[src/rtl/matrix_loader.sv]
// matrix_loader: sweeps the coefficient ROM from BASE_ADDR, captures an N x N row-major
// matrix and offers it downstream via mat_valid/mat_ack. Define MATRIX_LOADER_DIAG_CHECK_EN for diag_zero.
module matrix_loader #(
    parameter int DATA_W    = 32,
    parameter int N         = 5,
    parameter int BASE_ADDR = 0,
    parameter int ROM_LAT   = 1
) (
    input  logic                    clk,
    input  logic                    reset,
    input  logic                    start,
    output logic                    rom_en,
    output logic [4:0]              rom_addr,
    input  logic [DATA_W-1:0]       rom_data,
    output logic                    busy,
    output logic                    mat_valid,
    input  logic                    mat_ack,
    output logic [N*N*DATA_W-1:0]   matrix_flat
`ifdef MATRIX_LOADER_DIAG_CHECK_EN
    ,
    output logic                    diag_zero
`endif
);

    localparam int NE = N * N;
    localparam int CW = $clog2(NE + 1);

    typedef enum logic [1:0] {
        IDLE,
        FETCH,
        DRAIN,
        HOLD
    } state_t;

    state_t              state;
    state_t              state_nxt;
    logic [CW-1:0]       rd_cnt;
    logic [CW-1:0]       wr_cnt;
    logic [ROM_LAT-1:0]  cap_sr;
    logic                cap_en;
    logic                last_cap;
    logic [NE*DATA_W-1:0] matrix_nxt;

    // cap_en marks the cycle in which rom_data belongs to an address we issued
    assign cap_en   = cap_sr[ROM_LAT-1];
    assign last_cap = cap_en && (wr_cnt == CW'(NE - 1));

    always_comb begin
        state_nxt = state;
        rom_en    = 1'b0;
        rom_addr  = '0;
        busy      = 1'b0;
        mat_valid = 1'b0;
        case (state)
            IDLE: begin
                if (start) state_nxt = FETCH;
            end
            FETCH: begin
                rom_en   = 1'b1;
                rom_addr = 5'(BASE_ADDR) + 5'(rd_cnt);
                busy     = 1'b1;
                if (rd_cnt == CW'(NE - 1)) state_nxt = DRAIN;
            end
            DRAIN: begin
                busy = 1'b1;
                if (last_cap) state_nxt = HOLD;
            end
            HOLD: begin
                mat_valid = 1'b1;
                if (mat_ack) state_nxt = IDLE;
            end
            default: state_nxt = IDLE;
        endcase
    end

    always_comb begin
        matrix_nxt = matrix_flat;
        if (cap_en) begin
            for (int i = 0; i < NE; i++) begin
                if (wr_cnt == CW'(i)) matrix_nxt[i*DATA_W +: DATA_W] = rom_data;
            end
        end
    end

    always_ff @(posedge clk) begin
        if (!reset) begin
            state       <= IDLE;
            rd_cnt      <= '0;
            wr_cnt      <= '0;
            cap_sr      <= '0;
            matrix_flat <= '0;
        end else begin
            state       <= state_nxt;
            matrix_flat <= matrix_nxt;
            cap_sr[0]   <= rom_en;
            for (int i = 1; i < ROM_LAT; i++) cap_sr[i] <= cap_sr[i-1];
            if (state == IDLE && start) begin
                rd_cnt <= '0;
                wr_cnt <= '0;
            end else begin
                if (state == FETCH) rd_cnt <= rd_cnt + CW'(1);
                if (cap_en && wr_cnt < CW'(NE)) wr_cnt <= wr_cnt + CW'(1);
            end
        end
    end

`ifdef MATRIX_LOADER_DIAG_CHECK_EN
    logic diag_nxt;

    // Evaluated on the incoming matrix so the last pivot, captured on the HOLD entry edge, is included
    always_comb begin
        diag_nxt = 1'b0;
        for (int r = 0; r < N; r++) begin
            if (matrix_nxt[(r*N + r)*DATA_W +: DATA_W] == '0) diag_nxt = 1'b1;
        end
    end

    always_ff @(posedge clk) begin
        if (!reset) begin
            diag_zero <= 1'b0;
        end else if (state == DRAIN && state_nxt == HOLD) begin
            diag_zero <= diag_nxt;
        end else if (state == HOLD && state_nxt == IDLE) begin
            diag_zero <= 1'b0;
        end
    end
`endif

endmodule

[config.mk]
export PLATFORM = sky130hd
export DESIGN_NAME = matrix_loader
export DESIGN_NICKNAME = d
export VERILOG_FILES = /design/src/rtl/matrix_loader.sv
export SDC_FILE = /design/constraint.sdc
export NUM_CORES = 2
export LEC_CHECK = 0
export CAP_MARGIN = 20
export CORE_AREA = 2 2 330 332
export DETAILED_ROUTE_END_ITERATION = 12
export DIE_AREA = 0 0 332 334
export SYNTH_ARGS = -nofsm -noshare
export SYNTH_HDL_FRONTEND = slang
export SYNTH_SLANG_ARGS = --single-unit
[constraint.sdc]
create_clock -name clk -period 3.4 [get_ports clk]
set_input_delay 0.34 -clock clk [delete_from_list [all_inputs] [get_ports clk]]
set_output_delay 0.34 -clock clk [all_outputs]
set_load 0.1 [all_outputs]
==> run metrics <==
status=complete, no violations; WS Path Type=flop to output port; synthesis-stage register bit count=813; Total Routing Usage GR=around a quarter; largest net degree at the start of global routing=183; WP buf/inv=1; total congestion overflow=0; placed instance area=39900 um2; period utilization=roughly four fifths; Post-Route Skew=52.0 ps; WHS Endpoint=matrix_flat[7]$_SDFFE_PN0P_; HP Class=input port to flop; Max Fclk=376 MHz; io pins=844; number of remaining DRC errors=0; share of post-route cells with drive strength above 1=approximately 7%; vias post-DR=27300; Syn Std Cell Area=slightly above 30000 um2; Clk pin slew, worst setup/hold paths=60 ps; critical path endpoint category=output port; fillers=10700; Yosys cell types=32; YS warnings=0; Slew headroom=19.3%; Initial Util=~28%; number of core rows=121; WP data arrival=2320 ps; die footprint=111000 um2; Hold Path Depth=2; Layout area overhead=40.7%; post-layout util=40.0%; total CTS buffers=92; CTS Buffer Depth=3; number of max-cap violations=0; first-pass GRT wire length=190 mm; Port Buffers=843; pwr dens=roughly 510 nW/um2; final net count=4407; Mapped Cells=3702; H-tree levels=3; Die Y=334 um; Leakage=14.2 nW; Core Area=108000 um2; RR Startpoint=wr_cnt[2]$_SDFFE_PP0P_; Setup crit start kind=flop; Setup TNS=0 ps; Post-Syn Nets=between 3000 and 4000; CTS tree=built; crit path from=matrix_flat[184]$_SDFFE_PN0P_; Worst path slowest cell=clkdlybuf4s50_1; post-route cell area=43100 um2; TritonRoute pass-1 iters=6; Synth Area per Inst=8.28 um2; worst stage delay on the critical path=1200 ps; initial antenna violation count=6; final wirelength=136 mm; r2r endpoint=matrix_flat[352]$_SDFFE_PN0P_; CP top delay family=buffers and inverters; Worst VDD drop=around 360 uV; slew of the pin with the lowest slew margin=1210 ps; Hold Buf Count CTS=1; max-slew violations=0; r2r worst-path depth=4; vias in the first global route=around 25000; DR iter-0 viols=around 2100; register area share after synthesis=53.1%; Resized cells post-CTS=0; Avg Vias per Cell=4.67; Critical Path Fanout Max=2; worst slack, placed=around 990 ps; setup violators final=0; CTS root buffer=clkbuf_16; setup ws final=741 ps; detailed placer's ending HPWL=approximately 87 mm; reg2reg setup slack=just under 1000 ps; critical-path cell list=clkdlybuf4s50_1; Sink Count=813; Worst-Skew Late Latency=700 ps; GPL Wtd Cong=0.814; post-route ant nets=0; routed length per instance=23.2 um; RSZ-0062 raised after global routing=no; Worst Path Required=3060 ps; Final min period=2660 ps; Hold Fails Final Rpt=0; Post-CTS Repair Setup Buffers=0; worst hold start=reset; Die Wd=332 um
-- layout by cell type, fill, tap and decap left out, drive strengths merged --
cell	Yosys	layout
a21boi	801	801
a21oi	1	1
a222oi	1	1
a311oi	1	1
and2	7	7
and3	2	2
and3b	4	4
buf	106	121
bufinv	0	9
clkbuf	246	135
clkdlybuf4s50	0	793
clkinv	0	21
clkinvlp	0	3
dfxtp	813	813
diode	0	1
dlygate4sd3	0	1
ha	12	12
inv	9	12
mux2i	2	2
nand2	1622	1622
nand2b	3	3
nand3	13	13
nand3b	4	4
nand4b	1	1
nor2	35	35
nor2b	2	2
o211a	1	1
o311ai	1	1
or2	8	8
xnor2	2	2
xor2	5	5
-- synth_stat cells --
master    number  area (um2)
nand2_1     1622        6090
dfxtp_1      813       16300
a21boi_0     452        3390
a21boi_1     349        2620
clkbuf_1     246         923
buf_2         72         360
buf_4         32         240
nor2_1        31         116
nand3_1       13        65.1
ha_1          12         150
inv_1          9        33.8
and2_1         7        43.8
or2_1          7        43.8
xor2_1         5        43.8
and3b_1        4        35.0
nor2_2         4        25.0
nand2b_1       3        18.8
and3_1         2        12.5
buf_1          2        7.51
mux2i_1        2        20.0
nand3b_2       2        22.5
nor2b_1        2        12.5
xnor2_1        2        17.5
a21oi_1        1        5.00
a222oi_1       1        10.0
a311oi_1       1        8.76
nand3b_1       1        7.51
nand3b_4       1        20.0
nand4b_1       1        8.76
o211a_1        1        10.0
o311ai_0       1        8.76
or2_2          1        6.26
-- layout make-up --
cell class              count  area (um2)  area share (%)
clock buffers             135        2740            6.36
diodes                      1        2.50         0.00580
inverters                   9        33.8          0.0783
multi-input cells        2528       12900            29.9
clock inverters            36         531            1.23
flip-flops and latches    813       16300            37.7
repair buffers            915        8870            20.6
well taps                1414        1770            4.10
-- where the power goes --
part	internal (W)	switching (W)	total, W	leakage (nW)
Sequential	0.00961	0.0000799	0.00969	6.55
Combinational	0.000431	0.00145	0.00188	6.00
Clock	0.00633	0.00431	0.0106	1.61
Total	0.0164	0.00584	0.0222	14.2
-- how the worst max path moves through the flow --
stage,end,cells past startpoint
2_1_floorplan,rd_cnt[3]$_SDFFE_PP0N_,7
3_3_place_gp,matrix_flat[383]$_SDFFE_PN0P_,4
3_5_place_dp,matrix_flat[352]$_SDFFE_PN0P_,4
4_1_cts,matrix_flat[184],1
5_1_grt,matrix_flat[184],1
6_report,matrix_flat[184],1
-- routing by layer --
metal	GRT usage [%]	wire [um]	up-vias
met1	29.1	56300	13100
li1	-	-	13100
met3	4.98	8800	231
met5	0	0	-
met4	11.2	6270	0
met2	38.9	64200	935
-- through the flow --
stage               total power (W)  std cells  hold slack [ps]
global route                 0.0229       5850              110
floorplan                    0.0112       3702              468
finish                       0.0222       5851              109
global placement             0.0118       5677              440
CTS                          0.0225       5850             84.9
detailed placement           0.0118       5678              444
-- registers in the layout, summed over array words and instances (netlist names) --
| name | cells |
|---|---|
| state | 2 |
| matrix_flat | 800 |
| cap_en | 1 |
| wr_cnt | 5 |
| rd_cnt | 5 |
-- cells by family after synthesis --
logic type	after synthesis	share of synthesized area (%)
AOI/OAI and AO/OA	806	19.8
buffers and inverters	361	5.11
adders and majority gates	12	0.490
xor gates and xnor gates	7	0.200
DFF	813	53.1
muxes	2	0.0653
and+or+nand+nor	1701	21.3
No activity file was read; power rests on OpenSTA's default activity.
